==> src/rtl/tone_dac_driver_pkg.sv <==
// Shared constants and helpers for the tone DAC driver and its tone generator.
// Latency: n/a (package). Backpressure: n/a (package).
// Holds the divider/sample widths, amplitude step and rest code.
package tone_dac_driver_pkg;

    localparam int CNT_W    = 9;
    localparam int SAMPLE_W = 16;
    localparam int SOUND_W  = 20;
    localparam int VOL_W    = 3;

    localparam logic [SAMPLE_W-1:0] AMP_STEP  = 16'h0FFF;
    localparam logic [SOUND_W-1:0]  REST_NOTE = 20'd0;

    // 7 * 0x0FFF = 0x6FF9 stays below 0x8000, so the positive half never overflows.
    function automatic logic [SAMPLE_W-1:0] tone_amplitude(input logic [VOL_W-1:0] vol);
        logic [SAMPLE_W-1:0] vol_ext;
        vol_ext = {{(SAMPLE_W-VOL_W){1'b0}}, vol};
        return vol_ext * AMP_STEP;
    endfunction

endpackage

==> src/rtl/square_tone_gen.sv <==
// Square-wave tone generator: half-period in clks from sound, amplitude from volume.
// Latency: sound registered one clk before use; sample is combinational from state.
// Backpressure: none; free-running, sample is consumed whenever the serializer loads.
module square_tone_gen
    import tone_dac_driver_pkg::*;
(
    input  logic                clk,
    input  logic                rst,
    input  logic [SOUND_W-1:0]  sound,
    input  logic [VOL_W-1:0]    volume,
    input  logic                mute,
    output logic [SAMPLE_W-1:0] sample
);

    logic [SOUND_W-1:0]  note_q;
    logic [SOUND_W-1:0]  tone_cnt;
    logic                phase;
    logic                note_change;
    logic [SAMPLE_W-1:0] amplitude;

    assign note_change = (sound != note_q);

    always_ff @(posedge clk or posedge rst) begin
        if (rst) begin
            note_q   <= REST_NOTE;
            tone_cnt <= '0;
            phase    <= 1'b0;
        end else begin
            note_q <= sound;
            // A new note restarts the wave at phase 0 so every note begins on a positive half.
            if (note_change || note_q == REST_NOTE) begin
                tone_cnt <= '0;
                phase    <= 1'b0;
            end else if (tone_cnt == note_q - 20'd1) begin
                tone_cnt <= '0;
                phase    <= ~phase;
            end else begin
                tone_cnt <= tone_cnt + 20'd1;
            end
        end
    end

    always_comb begin
        amplitude = tone_amplitude(volume);
        sample    = '0;
        if (!(mute || note_q == REST_NOTE || volume == '0)) begin
            sample = phase ? (~amplitude + 16'd1) : amplitude;
        end
    end

endmodule

==> src/rtl/tone_dac_driver.sv <==
// I2S-style DAC driver: clock divider, tone generator and 16-bit MSB-first serializer.
// Latency: sample captured at cnt[7:0]==FF, bit 15 out for the next 16 clks.
// Backpressure: none; the DAC is a pure sink clocked from audio_sck/audio_lrck.
module tone_dac_driver
    import tone_dac_driver_pkg::*;
(
    input  logic               clk,
    input  logic               rst,
    input  logic [SOUND_W-1:0] sound,
    input  logic [VOL_W-1:0]   volume,
    input  logic               mute,
    output logic               audio_mclk,
    output logic               audio_lrck,
    output logic               audio_sck,
    output logic               audio_sdin
);

    logic [CNT_W-1:0]    cnt;
    logic [SAMPLE_W-1:0] sample;
    logic [SAMPLE_W-1:0] shreg;

    square_tone_gen u_tone (
        .clk    (clk),
        .rst    (rst),
        .sound  (sound),
        .volume (volume),
        .mute   (mute),
        .sample (sample)
    );

    always_ff @(posedge clk or posedge rst) begin
        if (rst) begin
            cnt <= '0;
        end else begin
            cnt <= cnt + CNT_W'(1);
        end
    end

    // Load on the last clk of each lrck half; shift on each sck falling edge otherwise.
    always_ff @(posedge clk or posedge rst) begin
        if (rst) begin
            shreg <= '0;
        end else if (cnt[7:0] == 8'hFF) begin
            shreg <= sample;
        end else if (cnt[3:0] == 4'hF) begin
            shreg <= {shreg[SAMPLE_W-2:0], 1'b0};
        end
    end

    assign audio_mclk = cnt[1];
    assign audio_sck  = cnt[3];
    assign audio_lrck = cnt[8];
    assign audio_sdin = shreg[SAMPLE_W-1];

endmodule

==> config.mk <==
export PLATFORM = sky130hd
export DESIGN_NAME = tone_dac_driver
export DESIGN_NICKNAME = d
export VERILOG_FILES = /design/src/rtl/tone_dac_driver_pkg.sv /design/src/rtl/square_tone_gen.sv /design/src/rtl/tone_dac_driver.sv
export SDC_FILE = /design/constraint.sdc
export NUM_CORES = 1
export LEC_CHECK = 0
export ABC_CLOCK_PERIOD_IN_PS = 6300
export BUFFER_PORTS_ARGS = -buffer_cell sky130_fd_sc_hd__buf_4
export CORE_AREA = 2 2 83 85
export CTS_CLUSTER_DIAMETER = 150
export CTS_CLUSTER_SIZE = 14
export DETAILED_ROUTE_END_ITERATION = 10
export DIE_AREA = 0 0 85 87
export PLACE_DENSITY = 0.83
export SLEW_MARGIN = 30
export SYNTH_ARGS = -nofsm -noshare
export SYNTH_HDL_FRONTEND = slang
export SYNTH_SLANG_ARGS = --single-unit
==> constraint.sdc <==
create_clock -name clk -period 6.3 [get_ports clk]
set_clock_uncertainty 0.15 [all_clocks]
set_input_delay 1.26 -clock clk [delete_from_list [all_inputs] [get_ports clk]]
set_output_delay 1.26 -clock clk [all_outputs]
set_load 0.1 [all_outputs]
Word level (Yosys, flattened, before mapping)
Index checks and enable logic that the tools add are counted.
Word-level totals
  register bits after elaboration: 66
  output and inout bits: 4
  word-level logic and storage cells: 31
Cells by class
  add/subtract/negate cells: 4
  $mul: 1
  eq/ne operators: 4
  multiplexer cells: 8
  bitwise gates (word level): 2
  reductions and logical operators: 7
Operator list (number)
  2-to-1 mux 16 bit: 4
  2-to-1 mux 20 bit: 2
  adder 20 x 1 -> 20 bit (second input constant): 1
  equality test 20 bit: 1
  logical NOT 20 bit: 1
  != test 20 bit: 1
  subtractor 20 x 1 -> 20 bit (second input constant): 1
  adder 16 x 1 -> 16 bit (second input constant): 1
  NOT 15 -> 16 bit: 1
  multiplier 3 x 12 -> 15 bit (second input constant): 1
  adder 9 x 1 -> 9 bit (second input constant): 1
  equality test 8 bit (second input constant): 1
  equality test 4 bit (second input constant): 1
  nonzero test 2 bit: 2
  logical NOT 3 bit: 1
  logical OR 1 bit: 3
  2-to-1 mux 1 bit: 2
  NOT 1 bit: 1

Longest topological paths before layout
Gate-level depths: netlist of run 1.
  depth in word-level cells: 6
  mapped depth: 13
  mapped depth without buffers: 13

Modules after synthesis
A second synthesis of run 1 with hierarchy kept.
Unflattened totals
  cell total of the unflattened synthesis: 440
  area total of the unflattened synthesis: 4257.8 µm²
Modules (own cells, without submodules)
  square_tone_gen: times used 1, cells each 344, area an instance 3144.3 µm²
  tone_dac_driver: times used 1, cells each 96, area an instance 1113.6 µm²

Worst setup path before layout of run 1
Ideal clock, no wire load.
  path type: input to register
  from: input volume[0]
  to: register shreg[14]
  arrival: 4.348 ns
  setup slack: 1.676 ns
  cell stages on the path: 10
  buffers on the path: 0
  cells stage by stage: fa_1 > ha_1 > inv_1 > fa_1 > inv_1 > fa_1 > or3_1 > o41ai_1 > xor2_1 > a221o_1
On the way
  word-level cells in the longest chain between the ends: 6
  elaborated cells between the ends (all ways): 8
  classes of those cells: 1 x add/sub; 1 x mul; 3 x mux; 1 x bitwise; 2 x reduce/logical
RTL lines
  start, declared: line tone_dac_driver.sv:10  | input logic [VOL_W-1:0] volume,
  multiplier 3 x 12 -> 15 bit: line tone_dac_driver_pkg.sv:18  | return vol_ext * AMP_STEP;
  NOT 15 -> 16 bit: line square_tone_gen.sv:47  | sample = phase ? (~amplitude + 16'd1) : amplitude;
  adder 16 x 1 -> 16 bit: line square_tone_gen.sv:47
  2-to-1 mux 16 bit: line square_tone_gen.sv:47
  2-to-1 mux 16 bit (*): line square_tone_gen.sv:46  | if (!(mute || note_q == REST_NOTE || volume == '0)) begin
  2-to-1 mux 16 bit (*): line tone_dac_driver.sv:43  | end else if (cnt[7:0] == 8'hFF) begin
  end signal, assigned: line tone_dac_driver.sv:44  | shreg <= sample;
  end signal, assigned: line tone_dac_driver.sv:46  | shreg <= {shreg[SAMPLE_W-2:0], 1'b0};
  end, declared: line tone_dac_driver.sv:20  | logic [SAMPLE_W-1:0] shreg;
Mark *: on every way between the ends. The rest lies on a longest branch, timed or not.
A chain may end at the register's enable or synchronous reset.

Worst setup path in the final report of run 1
Same ends and word-level chain as after synthesis.

==> impl_metrics.env, run 1 <==
export IMPL_synthArstFlopShare=1.000
export IMPL_period_share=0.7508
export IMPL_slowest_stage="fa_1"
export IMPL_placed_area_sq_um=4373
export IMPL_drive_gt1_frac=0.1364
export IMPL_pin_count=30
export IMPL_ys_ff_latch=66
export IMPL_vias=3251
export IMPL_dp_final_hpwl_mm=6.430
export IMPL_cts_path_max_buffers=2
export IMPL_worstPathCellList="buf_4 > fa_1 > ha_1 > inv_1 > fa_1 > inv_1 > fa_1 > or3_1 > o41ai_1 > xor2_1 > a221o_1"
export IMPL_postRouteWirelength_mm=8.724
export IMPL_num_antenna_cells=0
export IMPL_postLayoutCellArea_sq_um=4608
export IMPL_dieArea_sq_um=7395
export IMPL_vias_per_cell=5.998
export IMPL_rsz0062_at_grt="false"
export IMPL_area_growth_pct=12.22
export IMPL_dr_pass1_iters=4
export IMPL_yosys_warnings=0
export IMPL_peakVddDrop_v=0.0001645
export IMPL_cp_max_fo=9
export IMPL_gp_congestion=0.9288
export IMPL_tightest_slew_ns=0.8140
export IMPL_antenna_found_initial=0
export IMPL_clockRootBuffer="clkbuf_8"
export IMPL_min_period_ns=4.730
export IMPL_grt_pass1_wl_mm=15.14
export IMPL_drt_iter0_markers=142
export IMPL_fillers=496
export IMPL_syn_area_per_cell_sq_um=9.506
export IMPL_multi_input_area_sq_um=2310
export IMPL_worst_path_most_repeated_cell="fa_1"
export IMPL_synth_fp_nets=477
export IMPL_reg2reg_depth=9
export IMPL_rows=30
export IMPL_critPathKind="in -> reg"
export IMPL_cts_sink_count=66
export IMPL_nNetsFinal=502
export IMPL_synth_flop_cell="dfrtp_1"
export IMPL_drc_errors=0
export IMPL_crit_path_start_kind="primary input"
export IMPL_final_util=0.7015
export IMPL_cts_resized=0
export IMPL_final_setup_viol_count=0
export IMPL_die_h_microns=87
export IMPL_cts_htree_levels=3
export IMPL_drv_slew=0
export IMPL_start_util=0.6251
export IMPL_dp_slack_ns=1.258
export IMPL_max_stage_delay_ns=0.73
export IMPL_maxCapViolCount=0
export IMPL_ys_types=53
export IMPL_outcome="completed"
export IMPL_grt_pass1_vias=3317
export IMPL_grt_max_degree=67
export IMPL_hold_path_cell_count=1
export IMPL_grtUsageMet1=0.2993
export IMPL_ant_nets=0
export IMPL_finalHoldViolations=0
export IMPL_avgRoutedWirePerCell_microns=16.10
export IMPL_busiest_layer="met2"
export IMPL_p_per_area_nw_per_um2=214.8
export IMPL_required_ns=6.39
export IMPL_clkTransAtPathRegs_ns=0.08
export IMPL_post_cts_buffers=0
export IMPL_synth_seq_area_share=0.4022
export IMPL_synth_area_sq_um=4106
export IMPL_p_leak_uw=0.001923
export IMPL_worst_slack_ns=1.570
export IMPL_numCtsBuffers=9
export IMPL_numPortBuffers=29
export IMPL_use_met3=0.04929
export IMPL_seqCellArea_sq_um=1652
export IMPL_max_freq_mhz=211.4
export IMPL_grt_overflow_total=0
export IMPL_die_w_microns=85
export IMPL_relSlewSlack=0.4573
export IMPL_use_met2=0.4567
export IMPL_clk_latency_ns=0.35
export IMPL_arrival_ns=4.82
export IMPL_cts_tree="done"
export IMPL_coreArea_sq_um=6569
export IMPL_grt_usage=0.2581
export IMPL_critPathCaptureType="flip-flop"
export IMPL_synth_edf_count=0
export IMPL_synthCells=432
export IMPL_setup_tns_ns=0
export IMPL_holdCritPathClass="reg -> reg"
export IMPL_ctsHoldBuffers=0
-- state kept, by name, indices dropped and copies added, names as in the netlist --
signal / flops
cnt: 9
shreg: 16
u_tone.note_q: 20
u_tone.phase: 1
u_tone.tone_cnt: 20
-- worst paths after layout --
kind,slack [ns],to,startpoint
max,1.57,shreg[14],volume[0]
min in group asynchronous,0.98,cnt[3],rst
max in group asynchronous,4.47,u_tone.note_q[9],rst
min,0.30,cnt[0],cnt[0]
max reg2reg,2.81,u_tone.phase,u_tone.note_q[0]
min reg2reg,0.30,cnt[0],cnt[0]
-- cells in the final DEF (no fill, tap or decap), drive strengths merged, types with 2 or more instances in the layout --
cell,count
dfrtp,66
o21bai,3
nor2b,3
fa,7
a31o,2
a32oi,3
or3,4
a22oi,12
clkinv,3
nor3,5
clkbuf,9
xnor2,35
ha,12
a211oi,3
or4b,3
nand2,32
o311ai,2
buf,32
bufinv,2
nand4,6
nor2,37
a21oi,10
nor4,11
o41ai,3
inv,24
o31ai,5
nand2b,6
o21ai,30
and3,8
or2,3
or4,11
nand3,13
xor2,43
-- synth_stat cells (all sizes together), types with 3 or more instances --
library cell  instances  area share
a32oi                 3      0.0064
buf                   8       0.012
ha                   12       0.037
or2                   3      0.0046
nand3                13       0.016
nor2                 37       0.034
inv                  22       0.020
nand4                 6      0.0091
nor2b                 3      0.0046
nand2b                6      0.0091
a21oi                10       0.012
and3                  8       0.012
or3                   4      0.0061
a22oi                12       0.022
a211oi                3      0.0055
o21ai                30       0.037
xor2                 43       0.092
nand2                32       0.029
fa                    7       0.034
o41ai                 3      0.0064
xnor2                35       0.075
o31ai                 5      0.0091
clkbuf               10      0.0091
or4                  11       0.022
dfrtp                66        0.40
nor3                  5      0.0061
o21bai                3      0.0055
nor4                 11       0.018
or4b                  3      0.0082
-- routing by layer --
metal / wire [microns] / up-vias
li1: - / 1554
met1: 3517 / 1557
met2: 4522 / 109
met3: 385 / 31
met4: 299 / 0
met5: 0 / -
-- area by class of cell --
| type | count | share of cell area |
|---|---|---|
| Clock inverter | 7 | 0.02172 |
| Multi-Input combinational cell | 326 | 0.5012 |
| Timing Repair Buffer | 32 | 0.05213 |
| Sequential cell | 66 | 0.3584 |
| Clock buffer | 9 | 0.02688 |
| Inverter | 22 | 0.01792 |
| Tap cell | 80 | 0.02172 |
-- cells by family (layout without fill, tap and decap cells) --
kind of cell             Yosys count  in the layout  share of synthesized area
buffers and inverters             40             70                    0.04083
AO/OA/AOI/OAI                     82             82                     0.1304
AND/OR/NAND/NOR                  146            146                     0.1868
adder cells (fa/ha/maj)           19             19                    0.07069
multiplexers                       1              1                   0.002742
flip-flops                        66             66                     0.4022
XOR/XNOR                          78             78                     0.1664
-- metrics by stage --
| step | std cells | power, uW | hold slack (ns) |
|---|---|---|---|
| after floorplan | 432 | 546.0 | 0.2690 |
| after global placement | 526 | 581.6 | 0.2871 |
| after detailed placement | 526 | 588.3 | 0.2937 |
| after CTS | 542 | 995.7 | 0.3061 |
| after global routing | 542 | 1027 | 0.3293 |
| final | 542 | 989.6 | 0.3013 |
-- report_power, final --
group | internal (uW) | total, uW | switching (uW) | leakage (uW)
Sequential | 430 | 445 | 14.5 | 0.000798
Combinational | 61.1 | 137 | 75.7 | 0.00101
Clock | 226 | 408 | 182 | 0.000114
-- critical path, delay by kind of cell --
family / cells / cell delay (ns)
xor+xnor: 1 / 0.14
fa+ha+maj: 4 / 1.81
compound gates: 2 / 0.81
buf+inv: 3 / 0.34
simple gates: 1 / 0.46
(Power assumes the default switching activity.)
==> run 2, diff against run 1 <==
--- a/config.mk
+++ b/config.mk
@@ -5,14 +5,14 @@
 export SDC_FILE = /design/constraint.sdc
 export NUM_CORES = 1
 export LEC_CHECK = 0
-export ABC_CLOCK_PERIOD_IN_PS = 6300
+export ABC_CLOCK_PERIOD_IN_PS = 4400
 export BUFFER_PORTS_ARGS = -buffer_cell sky130_fd_sc_hd__buf_4
-export CORE_AREA = 2 2 83 85
+export CORE_AREA = 2 2 86 88
 export CTS_CLUSTER_DIAMETER = 150
 export CTS_CLUSTER_SIZE = 14
 export DETAILED_ROUTE_END_ITERATION = 10
-export DIE_AREA = 0 0 85 87
-export PLACE_DENSITY = 0.83
+export DIE_AREA = 0 0 88 90
+export PLACE_DENSITY = 0.78
 export SLEW_MARGIN = 30
 export SYNTH_ARGS = -nofsm -noshare
 export SYNTH_HDL_FRONTEND = slang
==> constraint.sdc (replaced) <==
create_clock -name clk -period 4.4 [get_ports clk]
set_clock_uncertainty 0.15 [all_clocks]
set_input_delay 0.88 -clock clk [delete_from_list [all_inputs] [get_ports clk]]
set_output_delay 0.88 -clock clk [all_outputs]
set_load 0.1 [all_outputs]
==> impl_metrics.env, run 2 (synthesized netlist as in run 1, its figures left out) <==
export IMPL_dp_final_hpwl_mm=6.612
export IMPL_period_share=0.9227
export IMPL_peakVddDrop_v=0.0002740
export IMPL_num_antenna_cells=0
export IMPL_reg_top3="u_tone.note_q x20, u_tone.tone_cnt x20, shreg x16"
export IMPL_r2r_slack_ns=0.88
export IMPL_p_per_area_nw_per_um2=304.7
export IMPL_tightest_slew_ns=0.9920
export IMPL_antenna_found_initial=0
export IMPL_fillers=534
export IMPL_cts_path_max_buffers=2
export IMPL_dp_slack_ns=-0.009890
export IMPL_slowest_stage="fa_1"
export IMPL_reg2reg_to="u_tone.phase"
export IMPL_post_place_cells=552
export IMPL_ant_nets=0
export IMPL_clkPwrFrac=0.410
export IMPL_p_comb_frac=0.143
export IMPL_vias_per_cell=5.759
export IMPL_max_stage_delay_ns=0.63
export IMPL_vias=3271
export IMPL_seq_power_share=0.447
export IMPL_max_freq_mhz=246.3
export IMPL_drv_slew=0
export IMPL_required_ns=4.48
export IMPL_holdPathEnd="cnt[0]"
export IMPL_final_cells=568
export IMPL_coreArea_sq_um=7020
export IMPL_clockRootBuffer="clkbuf_8"
export IMPL_cts_htree_levels=3
export IMPL_finalHoldViolations=0
export IMPL_critPathKind="in -> reg"
export IMPL_rows=31
export IMPL_switching_power_uw=390.0
export IMPL_r2r_start="u_tone.note_q[0]"
export IMPL_hp_start="cnt[0]"
export IMPL_p_leak_uw=0.001955
export IMPL_numCtsBuffers=9
export IMPL_clk_latency_ns=0.35
export IMPL_start_util=0.5849
export IMPL_final_common_cell="dfrtp_1"
export IMPL_final_cell_mix="66 x dfrtp_1, 43 x xor2_1, 39 x buf_4"
export IMPL_dr_pass1_iters=5
export IMPL_rsz0062_at_grt="false"
export IMPL_worstPathCellList="buf_4 > fa_1 > ha_1 > inv_1 > fa_1 > inv_1 > fa_1 > or3_1 > o41ai_1 > xor2_1 > a221o_1"
export IMPL_arrival_ns=4.14
export IMPL_drive_gt1_frac=0.1450
export IMPL_maxCapViolCount=0
export IMPL_postRouteWirelength_mm=8.963
export IMPL_die_w_microns=88
export IMPL_pin_count=30
export IMPL_grt_pass1_vias=3346
export IMPL_area_growth_pct=13.83
export IMPL_cts_tree="done"
export IMPL_avgRoutedWirePerCell_microns=15.78
export IMPL_hold_path_cell_count=1
export IMPL_switching_share=0.2738
export IMPL_cp_max_fo=5
export IMPL_post_cts_buffers=0
export IMPL_setup_tns_ns=0
export IMPL_holdCritPathClass="reg -> reg"
export IMPL_gp_congestion=0.8856
export IMPL_grt_pass1_wl_mm=15.44
export IMPL_ctsHoldBuffers=0
export IMPL_relSlewSlack=0.3325
export IMPL_drt_iter0_markers=188
export IMPL_critPathCaptureType="flip-flop"
export IMPL_grt_usage=0.2475
export IMPL_worst_slack_ns=0.3399
export IMPL_dieArea_sq_um=7920
export IMPL_worst_path_most_repeated_cell="fa_1"
export IMPL_drc_errors=0
export IMPL_numPortBuffers=29
export IMPL_crit_path_start_kind="primary input"
export IMPL_internal_power_uw=1034
export IMPL_reg2reg_depth=9
export IMPL_cts_resized=0
export IMPL_nNetsFinal=509
export IMPL_final_setup_viol_count=0
export IMPL_grt_max_degree=43
export IMPL_clkTransAtPathRegs_ns=0.08
export IMPL_die_h_microns=90
export IMPL_outcome="completed"
export IMPL_min_period_ns=4.060
export IMPL_grt_overflow_total=0
export IMPL_cts_sink_count=66
-- run 2: area by class of cell --
| class | count | area (sq um) | share of cell area |
|---|---|---|---|
| Clock inverter | 7 | 100.1 | 0.02141 |
| Timing Repair Buffer | 39 | 292.8 | 0.06263 |
| Clock buffer | 9 | 123.9 | 0.02650 |
| Sequential cell | 66 | 1652 | 0.3533 |
| Tap cell | 99 | 123.9 | 0.02650 |
| Inverter | 22 | 83.83 | 0.01793 |
| Multi-Input combinational cell | 326 | 2298 | 0.4917 |
-- run 2: worst max-delay path by stage --
| stage | startpoint | endpoint | slack, ns | cells after the start |
|---|---|---|---|---|
| 2_1_floorplan | volume[0] | shreg[14] | 0.16 | 10 |
| 3_3_place_gp | volume[0] | shreg[14] | 0.09 | 11 |
| 3_5_place_dp | volume[0] | shreg[14] | -0.01 | 11 |
| 4_1_cts | volume[0] | shreg[14] | 0.35 | 11 |
| 5_1_grt | volume[0] | shreg[14] | 0.20 | 11 |
| 6_report | volume[0] | shreg[14] | 0.34 | 11 |
-- run 2: metal layers --
metal,track usage,vias to the layer above,routed length [microns]
met1,0.3106,1565,3711
met2,0.4015,112,4523
li1,-,1565,-
met5,0,-,0
met3,0.05693,29,433
met4,0.1115,0,294
-- run 2: power groups by stage --
stage	registers (uW)	clock network (uW)	logic (uW)
final	637	583	204
after CTS	636	597	205
after global routing	638	629	230
after global placement	647	0	197
after floorplan	637	0	145
after detailed placement	648	0	204
-- run 2: worst max-delay path, delay by kind of cell --
family,cells,cell delay [ns]
adders and majority gates,4,1.64
AOI/OAI and AO/OA,2,0.77
buffers and inverters,3,0.30
xor gates and xnor gates,1,0.11
and+or+nand+nor,1,0.44
-- run 2: per-stage QoR --
| step | instance area, sq um | hold WS (ns) | power [uW] | utilization |
|---|---|---|---|---|
| 4_1_cts | 4673 | 0.3069 | 1438 | 0.6657 |
| 3_5_place_dp | 4449 | 0.2958 | 851.7 | 0.6338 |
| 6_report | 4674 | 0.2982 | 1424 | 0.6658 |
| 5_1_grt | 4674 | 0.3315 | 1497 | 0.6658 |
| 2_1_floorplan | 4106 | 0.2690 | 781.8 | - |
| 3_3_place_gp | 4449 | 0.2859 | 843.7 | 0.6338 |
